<file path="src/rtl/sum_display_driver.sv">
// Binary-to-BCD sum display driver: double-dabble converter plus a 4-digit multiplexed scanner.
// Optional macro SUM_DISPLAY_LZB_EN enables leading-zero blanking on the digit output.
module sum_display_driver #(
  parameter int BIN_W       = 14,
  parameter int REFRESH_CNT = 50000
) (
  input  logic             clk,
  input  logic             rst,
  input  logic [BIN_W-1:0] bin_in,
  input  logic             load,
  output logic             busy,
  output logic             done,
  output logic             ovf,
  output logic [3:0]       digit,
  output logic [3:0]       an
);

  localparam int ITER_W = $clog2(BIN_W + 1);
  localparam int REF_W  = $clog2(REFRESH_CNT);

  localparam logic [1:0] ST_IDLE = 2'd0;
  localparam logic [1:0] ST_CONV = 2'd1;
  localparam logic [1:0] ST_DONE = 2'd2;

  logic [1:0]        state_q, state_d;
  logic [BIN_W-1:0]  bin_q, bin_d;
  logic [15:0]       bcd_q, bcd_d;
  logic [ITER_W-1:0] iter_q, iter_d;
  logic              ovf_q, ovf_d;
  logic              busy_q, busy_d;
  logic              done_q, done_d;
  logic [15:0]       disp_q, disp_d;
  logic [REF_W-1:0]  refresh_q, refresh_d;
  logic [1:0]        scan_q, scan_d;
  logic [3:0]        digit_q, digit_d;
  logic [3:0]        an_q, an_d;
  logic              over_range;
  logic              wrap;

  function automatic logic [3:0] add3(input logic [3:0] n);
    return (n >= 4'd5) ? n + 4'd3 : n;
  endfunction

  // Blanked nibbles become 4'hF, which the downstream decoder renders dark.
  function automatic logic [3:0] pick_digit(input logic [15:0] disp, input logic [1:0] idx);
    logic [3:0] nib;
    logic       blank;
    blank = 1'b0;
    case (idx)
      2'd0:    nib = disp[3:0];
      2'd1:    nib = disp[7:4];
      2'd2:    nib = disp[11:8];
      default: nib = disp[15:12];
    endcase
`ifdef SUM_DISPLAY_LZB_EN
    case (idx)
      2'd1:    blank = (disp[15:4] == 12'h000);
      2'd2:    blank = (disp[15:8] == 8'h00);
      2'd3:    blank = (disp[15:12] == 4'h0);
      default: blank = 1'b0;
    endcase
`endif
    return blank ? 4'hF : nib;
  endfunction

  assign over_range = (32'(bin_in) > 32'd9999);

  always_comb begin
    state_d = state_q;
    bin_d   = bin_q;
    bcd_d   = bcd_q;
    iter_d  = iter_q;
    ovf_d   = ovf_q;
    disp_d  = disp_q;
    done_d  = 1'b0;
    case (state_q)
      ST_IDLE: begin
        if (load) begin
          if (over_range) begin
            ovf_d   = 1'b1;
            state_d = ST_DONE;
          end else begin
            ovf_d   = 1'b0;
            bin_d   = bin_in;
            bcd_d   = 16'h0000;
            iter_d  = ITER_W'(BIN_W);
            state_d = ST_CONV;
          end
        end
      end
      ST_CONV: begin
        // The top nibble of a valid 4-digit result never exceeds 9, so its carry bit is dropped.
        bcd_d  = {3'(add3(bcd_q[15:12])), add3(bcd_q[11:8]), add3(bcd_q[7:4]),
                  add3(bcd_q[3:0]), bin_q[BIN_W-1]};
        bin_d  = bin_q << 1;
        iter_d = iter_q - ITER_W'(1);
        if (iter_q == ITER_W'(1)) begin
          state_d = ST_DONE;
        end
      end
      ST_DONE: begin
        disp_d  = ovf_q ? 16'hFFFF : bcd_q;
        done_d  = 1'b1;
        state_d = ST_IDLE;
      end
      default: begin
        state_d = ST_IDLE;
      end
    endcase
    busy_d = (state_d != ST_IDLE);
  end

  // The scanner reads the display register from before the edge, so a fresh value lands one cycle later.
  always_comb begin
    wrap      = (refresh_q == REF_W'(REFRESH_CNT - 1));
    refresh_d = wrap ? '0 : refresh_q + REF_W'(1);
    scan_d    = wrap ? scan_q + 2'd1 : scan_q;
    digit_d   = pick_digit(disp_q, scan_d);
    an_d      = ~(4'b0001 << scan_d);
  end

  always_ff @(posedge clk or posedge rst) begin
    if (rst) begin
      state_q   <= ST_IDLE;
      bin_q     <= '0;
      bcd_q     <= 16'h0000;
      iter_q    <= '0;
      ovf_q     <= 1'b0;
      busy_q    <= 1'b0;
      done_q    <= 1'b0;
      disp_q    <= 16'h0000;
      refresh_q <= '0;
      scan_q    <= 2'd0;
      digit_q   <= 4'd0;
      an_q      <= 4'b1110;
    end else begin
      state_q   <= state_d;
      bin_q     <= bin_d;
      bcd_q     <= bcd_d;
      iter_q    <= iter_d;
      ovf_q     <= ovf_d;
      busy_q    <= busy_d;
      done_q    <= done_d;
      disp_q    <= disp_d;
      refresh_q <= refresh_d;
      scan_q    <= scan_d;
      digit_q   <= digit_d;
      an_q      <= an_d;
    end
  end

  assign busy  = busy_q;
  assign done  = done_q;
  assign ovf   = ovf_q;
  assign digit = digit_q;
  assign an    = an_q;

endmodule

</file>
<file path="config.mk">
export PLATFORM = sky130hd
export DESIGN_NAME = sum_display_driver
export DESIGN_NICKNAME = d
export VERILOG_FILES = /design/src/rtl/sum_display_driver.sv
export SDC_FILE = /design/constraint.sdc
export NUM_CORES = 1
export LEC_CHECK = 0
export BUFFER_PORTS_ARGS = -buffer_cell sky130_fd_sc_hd__buf_2
export CAP_MARGIN = 10
export CORE_ASPECT_RATIO = 0.9
export CORE_MARGIN = 3
export CORE_UTILIZATION = 60
export DETAILED_ROUTE_END_ITERATION = 6
export PLACE_DENSITY_LB_ADDON = 0.15
export SYNTH_ARGS = -nofsm -noshare
export SYNTH_HDL_FRONTEND = slang
export SYNTH_SLANG_ARGS = --single-unit
export TNS_END_PERCENT = 5
</file>
<file path="constraint.sdc">
create_clock -name clk -period 3.5 [get_ports clk]
set_input_delay 0.7 -clock clk [delete_from_list [all_inputs] [get_ports clk]]
set_output_delay 0.7 -clock clk [all_outputs]
set_load 0.02 [all_outputs]
</file>
# --- Word level (Yosys, flattened, before mapping) ---
# Cells that the tools add are included.
word_totals:
  ff_bits: 81
  latch_bits: 0
  mem_bits_rw: 0
  mem_bits_ro: 0
  output_inout_bits: 11
  n_memories: 0
classes:
  add_sub_neg: 7
  n_mul: 0
  div: 0
  magnitude_cmp: 5
  n_eq_ne: 8
  shift: 1
  n_mux: 23
  bitwise: 1
  reduce_logical: 6
ops:
  columns: ["operator", "count"]
  rows:
  - ["$mux W16", 4]
  - ["$pmux W16 S2", 1]
  - ["$mux W14", 2]
  - ["$pmux W14 S2", 1]
  - ["$mux W4", 5]
  - ["$add A16 B1 Y16 const B", 1]
  - ["$eq A16 B16 Y1 const B", 1]
  - ["$ge A4 B3 Y1 const B", 4]
  - ["$gt A14 B14 Y1 const B", 1]
  - ["$add A4 B2 Y4 const B", 3]
  - ["$pmux W4 S3", 1]
  - ["$mux W2", 4]
  - ["$pmux W4 S2", 1]
  - ["$eq A2 B1 Y1 const B", 2]
  - ["$eq A2 B2 Y1 const B", 2]
  - ["$eq A4 B1 Y1 const B", 1]
  - ["$logic_not A2 Y1", 2]
  - ["$ne A2 B2 Y1 const B", 2]
  - ["$not A4 Y4", 1]
  - ["$pmux W2 S2", 1]
  - ["$reduce_bool A2 Y1", 2]
  - ["$shl A1 B2 Y4 const A", 1]
  - ["$sub A4 B1 Y4 const B", 1]
  - ["$add A3 B2 Y3 const B", 1]
  - ["5 further kinds", 6]

# --- Longest topological paths before layout ---
depth:
  word_depth: 5
  mapped_depth: 8
  mapped_depth_nobuf: 6

# --- Least setup slack after synthesis ---
# OpenSTA, ideal clock, no wires.
synth_timing:
  path_type: "in2reg"
  from: "in bin_in[6]"
  to: "reg bcd_q[10]"
  setup_time_ps: 121
  arrival_time_ps: 1641
  setup_slack_ps: 1738
  stages: 4
  path_buffers: 0
  cell_sequence: "nor4_2 -> o211a_2 -> nor2_1 -> a22o_1"
synth_via:
  elab_chain_len: 3
synth_lines:
  columns: ["element", "line", "source"]
  rows:
  - ["from (decl)", "9", "input logic [BIN_W-1:0] bin_in,"]
  - ["$gt A14 B14 Y1", "66", "assign over_range = (32'(bin_in) > 32'd9999);"]
  - ["$ne A2 B2 Y1 (no line)", null, null]
  - ["$reduce_and A3 Y1 (no line)", null, null]
  - ["to (signal assigned)", "126", "bcd_q <= 16'h0000;"]
  - ["to (signal assigned)", "139", "bcd_q <= bcd_d;"]
  - ["to (decl)", "27", "logic [15:0] bcd_q, bcd_d;"]
# Every way passes these cells.
# A chain may end at the register's enable or synchronous reset.

# --- Worst setup path in the final report ---
layout_timing:
  from: "reg ovf_q, in the netlist ovf"
  to: "out ovf"
layout_lines:
  columns: ["element", "line", "source"]
  rows:
  - ["from (decl)", "29", "logic ovf_q, ovf_d;"]
  - ["from (signal assigned)", "141", "ovf_q <= ovf_d;"]
  - ["to (decl)", "13", "output logic ovf,"]
# No word-level cell between the ends.

==> flow_summary.yaml <==
run_status:
  outcome: "finished, final reports clean"
flow_run:
  maxCapViolCount: 0
detailed_routing:
  routed_wl_um: 7960
  drcViolationCount: 0
  drt-initial-drc-count: 203
  ant_nets: 0
  wl_per_cell_um: 15.5
  vias_per_cell: 5.75
  vias: 2943
  dr.pass1.iters: 4
timing:
  rsz0062_at_grt: "no"
  relSlewSlack: 0.346
  setup_viol: 0
  fin_ws_ns: 1.46
  period_share: 0.582
  period_needed_ns: 2.04
  final-hold-violation-count: 0
  max_freq_mhz: 491
  hold_ws_ns: 0.346
  worst_slew_pin_slew_ns: 0.981
  finClkSkew_ns: 0.00913
  finalSetupTns_ns: 0
  drv_slew: 0
worst_setup_path:
  path_cells: "buf_2"
  critPathRequiredTime_ns: 2.80
  cpPeakStageDelay_ns: 0.72
  cp-start-kind: "flop"
  worstSetupEndpointType: "primary output"
  reg2reg_from: "refresh_q[0]$_DFF_PP0_"
  crit_fanout: 18
  critical-path-slowest-cell: "dfrtp_1"
  crit_start: "ovf$_DFFE_PP0P_"
  critical_path_arrival_ns: 1.34
  path_delay_family: "flip-flops"
  path_buf_inv: 1
  critPathKind: "flop to primary output"
placed_design:
  hpwl_um: 5580
  io_buffers: 27
  dp_slack_ns: 1.23
  globalplace.congestion: 0.839
  place_inst: 495
yosys:
  synth-seq-cells: 81
  syn_area_um2: 3990
  seq_area_frac_synth: 0.509
  synth_cells: 400
  ys.flop_type: "dfrtp_1"
  syn_nets: 428
  avgSynthCellArea_um2: 9.97
  yosysWarnings: 0
  synth_cell_types: 55
  synth_edf_count: 0
  synthArstFlopShare: 1.00
grt:
  grt_usage: 0.228
  grt_max_degree: 68
  grt_overflow: 0
  grt_use_met2: 0.353
  antenna_found_initial: 0
  met3_usage: 0.0580
  grt_util_met1: 0.316
  busiest_layer: "met2"
  grt_pass1_wl_um: 14000
  grt_pass1_vias: 2920
power:
  powerDensity_nw_per_um2: 793
  p_int_mw: 2.18
  power_frac_comb: 0.346
  seq_power_share: 0.444
  power_switching_share: 0.372
  p_switching_mw: 1.29
  pwr-share-clk: 0.210
  p_leak_nw: 2.01
  vdd_ir_drop_max_mv: 0.445
clock_tree:
  cts_buffer_depth: 2
  cts_tree: "done"
  cts-root-buf: "clkbuf_8"
  cts.sinks: 81
  cts-buffers-inserted: 9
  cts_setup_buffers: 0
  cts_resized: 0
  path_clk_slew_ns: 0.08
  worstSkewPairLatency_ns: 0.35
  htree_num_levels: 3
  hold_buffers: 0
final_layout:
  post-route-util: 0.698
  fin_nets: 448
  drive_gt1_frac: 0.172
  antennaDiodeCount: 0
  instances_no_fill: 512
  area_growth_pct: 9.88
floorplanning:
  die_w_um: 91.9
  placement_rows: 27
  io_pins: 28
  core_um2: 6280
  start_util: 0.635
  fp.dieArea_um2: 7660
  die_y_um: 83.4
min_path:
  hold_class: "primary input to async pin"
final cells by class:
type	instances	area, um2
fillers	506	1900
clock inverters	6	83.8
flip-flops and latches	81	2030
inverters	13	50.0
multi-input cells	283	1800
well taps	87	109
clock buffers	10	128
repair buffers	32	185
cell usage after synthesis (3+ instances only):
library cell,instances,area share
dfrtp_1,78,0.49
nor2_1,47,0.044
nand2_1,37,0.035
o21ai_0,30,0.038
a21oi_1,28,0.035
o22ai_1,14,0.022
inv_1,13,0.012
xnor2_1,12,0.026
ha_1,11,0.035
nand2b_1,10,0.016
nand3_1,9,0.011
buf_2,8,0.010
clkbuf_1,8,0.0075
o221ai_1,8,0.018
xor2_1,8,0.018
a21oi_2,5,0.011
nand4_1,5,0.0078
a22o_1,4,0.0088
a32o_1,4,0.010
mux2_4,4,0.015
or3_1,4,0.0063
buf_1,3,0.0028
buf_4,3,0.0056
dfstp_2,3,0.020
mux2i_1,3,0.0075
nor3_1,3,0.0038
final timing paths:
check | slack (ns) | cells past startpoint | to
setup / recovery | 1.46 | 1 | ovf
hold / removal | 0.35 | 2 | bin_q[3]$_DFFE_PP0P_
setup reg to reg | 1.54 | 5 | digit[2]$_DFF_PP0_
hold reg to reg | 0.50 | 2 | bin_q[11]$_DFFE_PP0P_
max in group asynchronous | 2.31 | 4 | bcd_q[7]$_DFFE_PP0P_
min in group clk | 0.50 | 2 | bin_q[11]$_DFFE_PP0P_
metal layers:
metal | up-vias | wire (um)
li1 | 1457 | -
met1 | 1422 | 3780
met3 | 9 | 277
met5 | - | 0
met2 | 55 | 3790
met4 | 0 | 110
power groups by stage:
stage                     registers (mW)  clock network [mW]  logic [mW]
after global routing                1.59               0.794        1.38
after global placement              1.55                   0        1.15
after floorplan                     1.48                   0       0.955
final                               1.54               0.729        1.20
after detailed placement            1.56                   0        1.21
after CTS                           1.54               0.756        1.21
metrics by stage:
stage	total power [mW]	cell area, um2
final	3.48	4380
after floorplan	2.44	3990
after CTS	3.51	4360
after detailed placement	2.77	4150
after global placement	2.70	4150
after global routing	3.77	4380
cell families after synthesis:
kind of cell,after synthesis,share of synthesized area
and+or+nand+nor,138,0.177
adders and majority gates,11,0.0345
buffers and inverters,36,0.0411
AOI/OAI and AO/OA,106,0.169
DFF,81,0.509
muxes,8,0.0254
xor gates and xnor gates,20,0.0439
state kept, by name (all words and copies together) (netlist names):
| name | flops |
|---|---|
| refresh_q | 16 |
| disp_q | 16 |
| busy | 1 |
| iter_q | 4 |
| digit | 4 |
| bin_q | 14 |
| an | 4 |
| bcd_q | 16 |
| state_q | 2 |
| done | 1 |
| scan_q | 2 |
| ovf | 1 |
cell usage in the layout, fill, tap and decap left out, drive strengths merged, types with 3 or more instances in the layout:
| cell type | Yosys | routed |
|---|---|---|
| xnor2 | 12 | 12 |
| clkinv | 0 | 5 |
| dfstp | 3 | 3 |
| inv | 13 | 12 |
| xor2 | 8 | 8 |
| a21oi | 33 | 33 |
| and4 | 3 | 3 |
| o221ai | 8 | 8 |
| mux2 | 5 | 5 |
| clkbuf | 8 | 10 |
| a22o | 4 | 4 |
| buf | 15 | 32 |
| nor2 | 47 | 47 |
| nand4 | 6 | 6 |
| nand3 | 9 | 9 |
| nor3 | 3 | 3 |
| or3 | 4 | 4 |
| dfrtp | 78 | 78 |
| nand2b | 10 | 10 |
| nand2 | 38 | 38 |
| a32o | 4 | 4 |
| ha | 11 | 11 |
| mux2i | 3 | 3 |
| o22ai | 14 | 14 |
| o21ai | 30 | 30 |
No activity file was read; power rests on OpenSTA's default activity.
